File: src/rtl/div_nr_ctrl.sv
// -----------------------------------------------------------------------------
// div_nr_ctrl
// Sequencer and register stage of an N-bit unsigned non-restoring divider.
// Owns the partial remainder A (N+1 bits), the quotient/shift register Q,
// the divisor register M and the iteration counter. The add/subtract itself
// happens in an external stage with one cycle of registered latency: this
// block presents out_A/out_D with a one-cycle add or sub strobe and picks up
// out_Add_Sub in the following cycle.
//
// Ports
//   clk          rising-edge clock
//   rst          asynchronous active-high reset (shared with the adder stage)
//   start        division request, only honoured in IDLE
//   dividend     unsigned dividend, captured on an accepted start
//   divisor      unsigned divisor, captured on an accepted start
//   out_Add_Sub  registered result from the add/subtract stage
//   out_A        adder operand A (register A)
//   out_D        adder operand D ({1'b0, M})
//   add / sub    one-cycle adder strobes (A+D / A-D), never both high
//   quotient     result quotient, valid with done, held until next completion
//   remainder    result remainder, valid with done, held until next completion
//   busy         high from the cycle after start is accepted through DONE
//   done         one-cycle completion pulse (high while in DONE)
//   div_by_zero  set with done when the divisor was 0, cleared on next start
// -----------------------------------------------------------------------------
module div_nr_ctrl #(
    parameter int N = 6
) (
    input  logic         clk,
    input  logic         rst,
    input  logic         start,
    input  logic [N-1:0] dividend,
    input  logic [N-1:0] divisor,
    input  logic [N:0]   out_Add_Sub,
    output logic [N:0]   out_A,
    output logic [N:0]   out_D,
    output logic         add,
    output logic         sub,
    output logic [N-1:0] quotient,
    output logic [N-1:0] remainder,
    output logic         busy,
    output logic         done,
    output logic         div_by_zero
);

    localparam int CW = $clog2(N) + 1;
    localparam logic [CW-1:0] LAST_ITER = CW'(N - 1);

    typedef enum logic [2:0] {
        S_IDLE     = 3'd0,
        S_SHIFT    = 3'd1,
        S_OP       = 3'd2,
        S_UPD      = 3'd3,
        S_CORR_OP  = 3'd4,
        S_CORR_UPD = 3'd5,
        S_DONE     = 3'd6
    } state_e;

    state_e        state_q, state_d;
    logic [N:0]    a_q, a_d;
    logic [N-1:0]  q_q, q_d;
    logic [N-1:0]  m_q, m_d;
    logic [CW-1:0] cnt_q, cnt_d;
    logic          s_q, s_d;      // sign of A before the most recent shift
    logic          z_q, z_d;      // captured divisor was zero
    logic          add_q, add_d;
    logic          sub_q, sub_d;
    logic          busy_q, busy_d;
    logic          done_q, done_d;
    logic          dz_q, dz_d;
    logic [N-1:0]  quo_q, quo_d;
    logic [N-1:0]  rem_q, rem_d;

    // Next-state and datapath update for the division sequence.
    always_comb begin
        state_d = state_q;
        a_d     = a_q;
        q_d     = q_q;
        m_d     = m_q;
        cnt_d   = cnt_q;
        s_d     = s_q;
        z_d     = z_q;
        case (state_q)
            S_IDLE: begin
                if (start) begin
                    a_d     = '0;
                    q_d     = dividend;
                    m_d     = divisor;
                    cnt_d   = '0;
                    z_d     = (divisor == {N{1'b0}});
                    state_d = (divisor == {N{1'b0}}) ? S_DONE : S_SHIFT;
                end else begin
                    state_d = S_IDLE;
                end
            end
            S_SHIFT: begin
                s_d = a_q[N];
                // 2N+1-bit left shift of {A,Q}; the old MSB of A drops out.
                {a_d, q_d} = {a_q[N-1:0], q_q, 1'b0};
                state_d = S_OP;
            end
            S_OP: begin
                state_d = S_UPD;
            end
            S_UPD: begin
                a_d    = out_Add_Sub;
                q_d[0] = ~out_Add_Sub[N];
                cnt_d  = cnt_q + CW'(1);
                if (cnt_q == LAST_ITER) begin
                    // Negative final remainder needs one restoring add.
                    state_d = out_Add_Sub[N] ? S_CORR_OP : S_DONE;
                end else begin
                    state_d = S_SHIFT;
                end
            end
            S_CORR_OP: begin
                state_d = S_CORR_UPD;
            end
            S_CORR_UPD: begin
                a_d     = out_Add_Sub;
                state_d = S_DONE;
            end
            S_DONE: begin
                state_d = S_IDLE;
            end
            default: begin
                state_d = S_IDLE;
            end
        endcase
    end

    // Registered outputs are computed from the next state so they line up
    // with the state they belong to (strobe in OP, done while in DONE).
    always_comb begin
        add_d  = ((state_d == S_OP) && s_d) || (state_d == S_CORR_OP);
        sub_d  = (state_d == S_OP) && !s_d;
        busy_d = (state_d != S_IDLE);
        done_d = (state_d == S_DONE);
        quo_d  = quo_q;
        rem_d  = rem_q;
        dz_d   = dz_q;
        if ((state_q == S_IDLE) && start) begin
            dz_d = 1'b0;
        end else begin
            dz_d = dz_q;
        end
        // Results are loaded on entry to DONE so they are valid with done.
        if (state_d == S_DONE) begin
            if (z_d) begin
                quo_d = {N{1'b1}};
                rem_d = q_d;          // Q still holds the unshifted dividend
                dz_d  = 1'b1;
            end else begin
                quo_d = q_d;
                rem_d = a_d[N-1:0];
            end
        end else begin
            quo_d = quo_q;
            rem_d = rem_q;
        end
    end

    // State, datapath and output registers.
    always_ff @(posedge clk or posedge rst) begin
        if (rst) begin
            state_q <= S_IDLE;
            a_q     <= '0;
            q_q     <= '0;
            m_q     <= '0;
            cnt_q   <= '0;
            s_q     <= 1'b0;
            z_q     <= 1'b0;
            add_q   <= 1'b0;
            sub_q   <= 1'b0;
            busy_q  <= 1'b0;
            done_q  <= 1'b0;
            dz_q    <= 1'b0;
            quo_q   <= '0;
            rem_q   <= '0;
        end else begin
            state_q <= state_d;
            a_q     <= a_d;
            q_q     <= q_d;
            m_q     <= m_d;
            cnt_q   <= cnt_d;
            s_q     <= s_d;
            z_q     <= z_d;
            add_q   <= add_d;
            sub_q   <= sub_d;
            busy_q  <= busy_d;
            done_q  <= done_d;
            dz_q    <= dz_d;
            quo_q   <= quo_d;
            rem_q   <= rem_d;
        end
    end

    assign out_A       = a_q;
    assign out_D       = {1'b0, m_q};
    assign add         = add_q;
    assign sub         = sub_q;
    assign quotient    = quo_q;
    assign remainder   = rem_q;
    assign busy        = busy_q;
    assign done        = done_q;
    assign div_by_zero = dz_q;

endmodule
File: config.mk
export PLATFORM = sky130hd
export DESIGN_NAME = div_nr_ctrl
export DESIGN_NICKNAME = d
export VERILOG_FILES = /design/src/rtl/div_nr_ctrl.sv
export SDC_FILE = /design/constraint.sdc
export NUM_CORES = 1
export LEC_CHECK = 0
export ABC_CLOCK_PERIOD_IN_PS = 2600
export CAP_MARGIN = 5
export CORE_ASPECT_RATIO = 2
export CORE_MARGIN = 4
export CORE_UTILIZATION = 60
export CTS_CLUSTER_DIAMETER = 50
export DETAILED_ROUTE_END_ITERATION = 6
export DONT_BUFFER_PORTS = 1
export HOLD_SLACK_MARGIN = 0.12
export PLACE_DENSITY = 0.76
export SLEW_MARGIN = 25
export SYNTH_ARGS = -nofsm -noshare
export SYNTH_HDL_FRONTEND = slang
export SYNTH_SLANG_ARGS = --single-unit
File: constraint.sdc
create_clock -name clk -period 2.6 [get_ports clk]
set_clock_uncertainty 0.1 [all_clocks]
set_input_delay 0.52 -clock clk [delete_from_list [all_inputs] [get_ports clk]]
set_output_delay 0.52 -clock clk [all_outputs]
set_load 0.02 [all_outputs]
# ---- Word-level counts from Yosys, hierarchy flattened
# Cells that the tools add are included.
dict set report classes {
  n_addsub 1
  n_mul 0
  div_mod_pow 0
  n_lt_le_gt_ge 0
  eq_ne 10
  shift 0
  muxes 20
  n_bitwise 1
  n_reduce_logical 14
}
# op n
set ops {}
lappend ops {{$pmux W7 S3} 1}
lappend ops {{$mux W6} 3}
lappend ops {{$pmux W3 S6} 1}
lappend ops {{$eq A3 B3 Y1 const B} 4}
lappend ops {{$pmux W5 S2} 1}
lappend ops {{$eq A3 B2 Y1 const B} 3}
lappend ops {{$mux W3} 3}
lappend ops {{$pmux W4 S2} 1}
lappend ops {{$mux W7} 1}
lappend ops {{$logic_not A6 Y1} 1}
lappend ops {{$mux W1} 6}
lappend ops {{$reduce_and A2 Y1} 3}
lappend ops {{$reduce_bool A3 Y1} 2}
lappend ops {{$add A4 B1 Y4 const B} 1}
lappend ops {{$eq A4 B3 Y1 const B} 1}
lappend ops {{$mux W4} 1}
lappend ops {{$eq A3 B1 Y1 const B} 1}
lappend ops {{$logic_and A1 B1 Y1} 3}
lappend ops {{$logic_not A3 Y1} 1}
lappend ops {{$pmux W1 S3} 1}
lappend ops {{$mux W2} 1}
lappend ops {{$ne A2 B2 Y1 const B} 1}
lappend ops {{$reduce_bool A2 Y1} 1}
lappend ops {{$reduce_or A2 Y1} 1}
lappend ops {{3 further kinds} 3}
dict set report totals {
  register_bits 45
  latchBits 0
  mem_bits_rw 0
  romBits 0
  inputBits 22
  output_inout_bits 31
  elab_cells 61
  memories 0
}

# ---- Longest topological paths before layout
dict set report logic_depth {
  depth_word 7
  depth_mapped 8
  ltp_nobuf 7
}

# ---- Worst setup path after synthesis
# No wires, ideal clock.
dict set report synth_path {
  kind {reg-to-reg}
  start {register state_q[2]}
  end {register rem_q[1] (netlist: remainder[1])}
  arrival_ns 1.679
  path_slack_ns 0.701
  path_stages_with_launch 8
  n_path_buf 1
  synth_period_minus_slack_ns 1.899
  cell_sequence {dfrtp_1 buf_4 nor2_1 nand2_1 a21boi_4 inv_2 or2_2 a31o_2}
}
# item line
set synth_lines {}
lappend synth_lines {{start: declaration} 59} ;# state_e state_q, state_d;
lappend synth_lines {{start signal: assignment} 181} ;# state_q <= state_d;
lappend synth_lines {{$logic_not A3 Y1} 83} ;# case (state_q)
lappend synth_lines {{$mux W1} 83}
lappend synth_lines {{via z_d} 65} ;# logic z_q, z_d;
lappend synth_lines {{$mux W6} 149} ;# if (z_d) begin
lappend synth_lines {{end signal: assignment} 194} ;# rem_q <= rem_d;
lappend synth_lines {{end: declaration} 72} ;# logic [N-1:0] rem_q, rem_d;
# The timed path passes the listed nets, and every way through them passes these cells.
# A chain may end at the register's enable or synchronous reset.

# ---- Worst setup path after layout
dict set report layout_path {
  start {register state_q[1]}
  end {register rem_q[1] (netlist: remainder[1])}
}
dict set report layout_via {
  elab_chain_len 4
}
# item line
set layout_lines {}
lappend layout_lines {{$eq A3 B2 Y1 / $eq A3 B3 Y1 (equally long branches)} 83}
lappend layout_lines {{$reduce_or A2 Y1 (no source line)} -}
lappend layout_lines {{$pmux W7 S3 *} 83}
lappend layout_lines {{via a_d[1]} 60} ;# logic [N:0] a_q, a_d;
lappend layout_lines {{$mux W6 *} 149}
# Mark *: on every way through the listed nets, which the timed path passes. The rest lies on a longest branch.

==> impl_metrics.yaml <==
logic_synthesis:
  synth.yosys.seq_area_share_pct: 49.3
  postSynthNetCount: 253
  synth_top_area_share_pct: 49.3
  number_of_synthesized_flops_with_an_enable_pin: 0
  synth_async_sr_flop_share_pct: 100
  yosys_warnings: 0
  synth_area_leaders: "sky130_fd_sc_hd__dfrtp_1 (49%), sky130_fd_sc_hd__nand2_1 (4.9%), sky130_fd_sc_hd__o21ai_0 (4.0%)"
  ys_dominant_reg_cell: "sky130_fd_sc_hd__dfrtp_1"
  synthesis.area_per_instance_um2: 9.75
  synthDominantAreaCellType: "sky130_fd_sc_hd__dfrtp_1"
  synthesis.area_um2: 2230
  number_of_synthesized_register_bits: 44
  number_of_unique_standard_cell_types_used_by_synthesis: 42
  synthesis.instances: 229
layout:
  antennaDiodeCount: 0
  layout_stage_area_growth_over_the_synthesis_result_pct: 6.56
  mostFrequentLayoutCell: "sky130_fd_sc_hd__dfrtp_1"
  layout.cells.most_common_list: "sky130_fd_sc_hd__dfrtp_1 (44), sky130_fd_sc_hd__nand2_1 (29), sky130_fd_sc_hd__nor2_1 (21)"
  final_layout_size_suffix_gt1_share_pct: 12.5
  design.final.nets: 255
floorplanning:
  floorplan.die_area_um2: 4820
  floorplan.die.width_um: 51.1
  row_count: 31
  y_dimension_of_the_die_um: 94.3
  pin_count: 53
  start_util_pct: 61.9
  core_region_area_um2: 3610
min_path:
  worst_hold_path_type: "primary input to flop"
sta:
  min_period_ns: 2.26
  timing.slew.headroom_pct: 59.2
  timing_worst_slew_pin_value_ns: 0.613
  worst_slack_ns: 0.344
  setup_total_negative_slack_ns: 0
  final_min_period_over_clock_period_pct: 86.8
  drv_slew: 0
  rsz0062_at_grt: "no"
  holdWs_ns: 0.219
  setup_viol_count_final: 0
  report.final.hold_viol_count: 0
  max_freq_mhz: 443
critical_path:
  start_kind: "flop"
  crit_end: "remainder[1]"
  critical_path.endpoint_type: "flop"
  critical_path.max_fanout: 19
  r2r.worst_path.cells: 6
  worst_ep_required_time_ns: 2.70
  crit_type: "flop to flop"
  critPathArrivalTime_ns: 2.35
  startpoint: "state_q[1]"
  r2r_end: "remainder[1]"
  crit-reg2reg-launch: "state_q[1]"
  r2r_slack_ns: 0.34
detailed_routing:
  drt_first_iter_violations: 31
  route.detailed.wl_per_inst_um: 18.2
  via_per_inst: 6.13
  wirelength_um: 5100
  detailedRoute.firstPassIterationCount: 4
  postRouteAntennaNets: 0
  drc_errors: 0
  via_count: 1722
grt:
  grt_max_degree: 30
  first_global_vias: 1835
  grt_antenna_before_repair: 0
  global_route.overflow_total: 0
  grt_pass1_wl_um: 8450
  globalRouteTotalUtil_pct: 23.6
placed_design:
  preCtsSetupSlack_ns: 0.375
  dp_hpwl_um: 4010
  number_of_port_buffers: 0
  gp_congestion: 0.794
pwr:
  powerDensity_nw_per_um2: 1290
  ir_drop_uv: 786
  p_leak_uw: 0.00110
clock_tree:
  cts_max_path_buffers: 2
  tritoncts.num_buffers: 5
  ctsRootBufferMaster: "sky130_fd_sc_hd__clkbuf_8"
  cts.reportedPaths.clkPinSlew_ns: 0.08
  cts.sinks: 44
  cts_hold_buf: 1
  post_cts_resized: 0
  ctsHtreeMaxLevel: 2
  tritoncts: "yes"
  post_cts.repair.setup_buffers: 0
  clock_insertion_delay_worst_skew_ns: 0.30
run:
  drv.max_cap_violation_count: 0
run_status:
  outcome: "finished, final reports clean"
[worst max-delay path, stage by stage, from the launching register on]
cell	delay, ns
sky130_fd_sc_hd__dfrtp_1	0.54
sky130_fd_sc_hd__buf_4	0.28
sky130_fd_sc_hd__nor2_4	0.18
sky130_fd_sc_hd__a21oi_1	0.23
sky130_fd_sc_hd__a22o_1	0.31
sky130_fd_sc_hd__or2_2	0.28
sky130_fd_sc_hd__a31o_2	0.23
[sequential cells by signal, summed over array words and instances, names as in the netlist]
register	count
sub	1
out_A	7
m_q	6
busy	1
add	1
quotient	6
done	1
cnt_q	4
state_q	3
div_by_zero	1
q_q	6
z_q	1
remainder	6
[kinds of logic (layout without fill, tap and decap cells)]
group / count (synthesis) / in the layout / synth area share (%)
adders and majority gates: 2 / 2 / 1.12
DFF: 44 / 44 / 49.3
buffers and inverters: 26 / 29 / 5.89
and+or+nand+nor: 80 / 80 / 18.9
muxes: 9 / 9 / 4.09
other: 1 / 1 / 0.168
AOI/OAI and AO/OA: 67 / 67 / 20.5
[cell usage after synthesis (2+ instances only)]
library cell / number
sky130_fd_sc_hd__buf_6: 2
sky130_fd_sc_hd__a22oi_1: 6
sky130_fd_sc_hd__buf_2: 3
sky130_fd_sc_hd__mux2i_1: 8
sky130_fd_sc_hd__or2_2: 3
sky130_fd_sc_hd__dfrtp_1: 44
sky130_fd_sc_hd__clkbuf_1: 6
sky130_fd_sc_hd__o22ai_1: 3
sky130_fd_sc_hd__a22o_1: 8
sky130_fd_sc_hd__nand3b_1: 8
sky130_fd_sc_hd__buf_4: 4
sky130_fd_sc_hd__nor2b_1: 8
sky130_fd_sc_hd__a31oi_1: 9
sky130_fd_sc_hd__inv_1: 10
sky130_fd_sc_hd__a221oi_1: 3
sky130_fd_sc_hd__o21a_1: 6
sky130_fd_sc_hd__ha_1: 2
sky130_fd_sc_hd__nand3_1: 2
sky130_fd_sc_hd__nor2_1: 21
sky130_fd_sc_hd__o21ai_0: 18
sky130_fd_sc_hd__a21oi_1: 6
sky130_fd_sc_hd__nand2_1: 29
[per-layer routing]
metal	vias to the layer above	track usage [%]	share of wire [%]
met5	-	0	0
met4	0	11.9	3.1
met3	13	8.43	7.3
met2	61	42.0	57
met1	845	23.1	32
li1	803	-	-
[worst min-delay path by stage]
stage / cells past startpoint / end / startpoint
final: 2 / m_q[4] / divisor[4]
after global routing: 2 / m_q[0] / divisor[0]
after CTS: 2 / m_q[4] / divisor[4]
after detailed placement: 1 / state_q[1] / rst
after global placement: 1 / state_q[1] / rst
after floorplan: 1 / cnt_q[3] / cnt_q[3]
[area by class of cell]
| cell class | count | area (um2) |
|---|---|---|
| inverters | 11 | 41.3 |
| multi-input cells | 159 | 1000 |
| well taps | 49 | 61.3 |
| clock inverters | 2 | 15.0 |
| fillers | 294 | 1230 |
| flip-flops and latches | 44 | 1100 |
| clock buffers | 6 | 82.6 |
| repair buffers | 10 | 77.6 |
[through the flow]
step / utilization, % / std cells / cell area, um2 / power [uW]
6_report: 65.9 / 281 / 2380 / 3060
5_1_grt: 65.9 / 281 / 2380 / 3290
4_1_cts: 65.9 / 281 / 2380 / 3080
3_5_place_dp: 63.0 / 272 / 2270 / 2620
3_3_place_gp: 63.0 / 272 / 2270 / 2550
2_1_floorplan: - / 229 / 2230 / 2340
[power by group]
group	internal (uW)	total, uW	leakage [uW]	switching, uW
sequential	972	1520	0.000551	546
combinational	487	1100	0.000506	609
clock	215	447	0.0000434	233
total	1670	3060	0.00110	1390
Note: power is estimated with default switching activity, not from simulation.
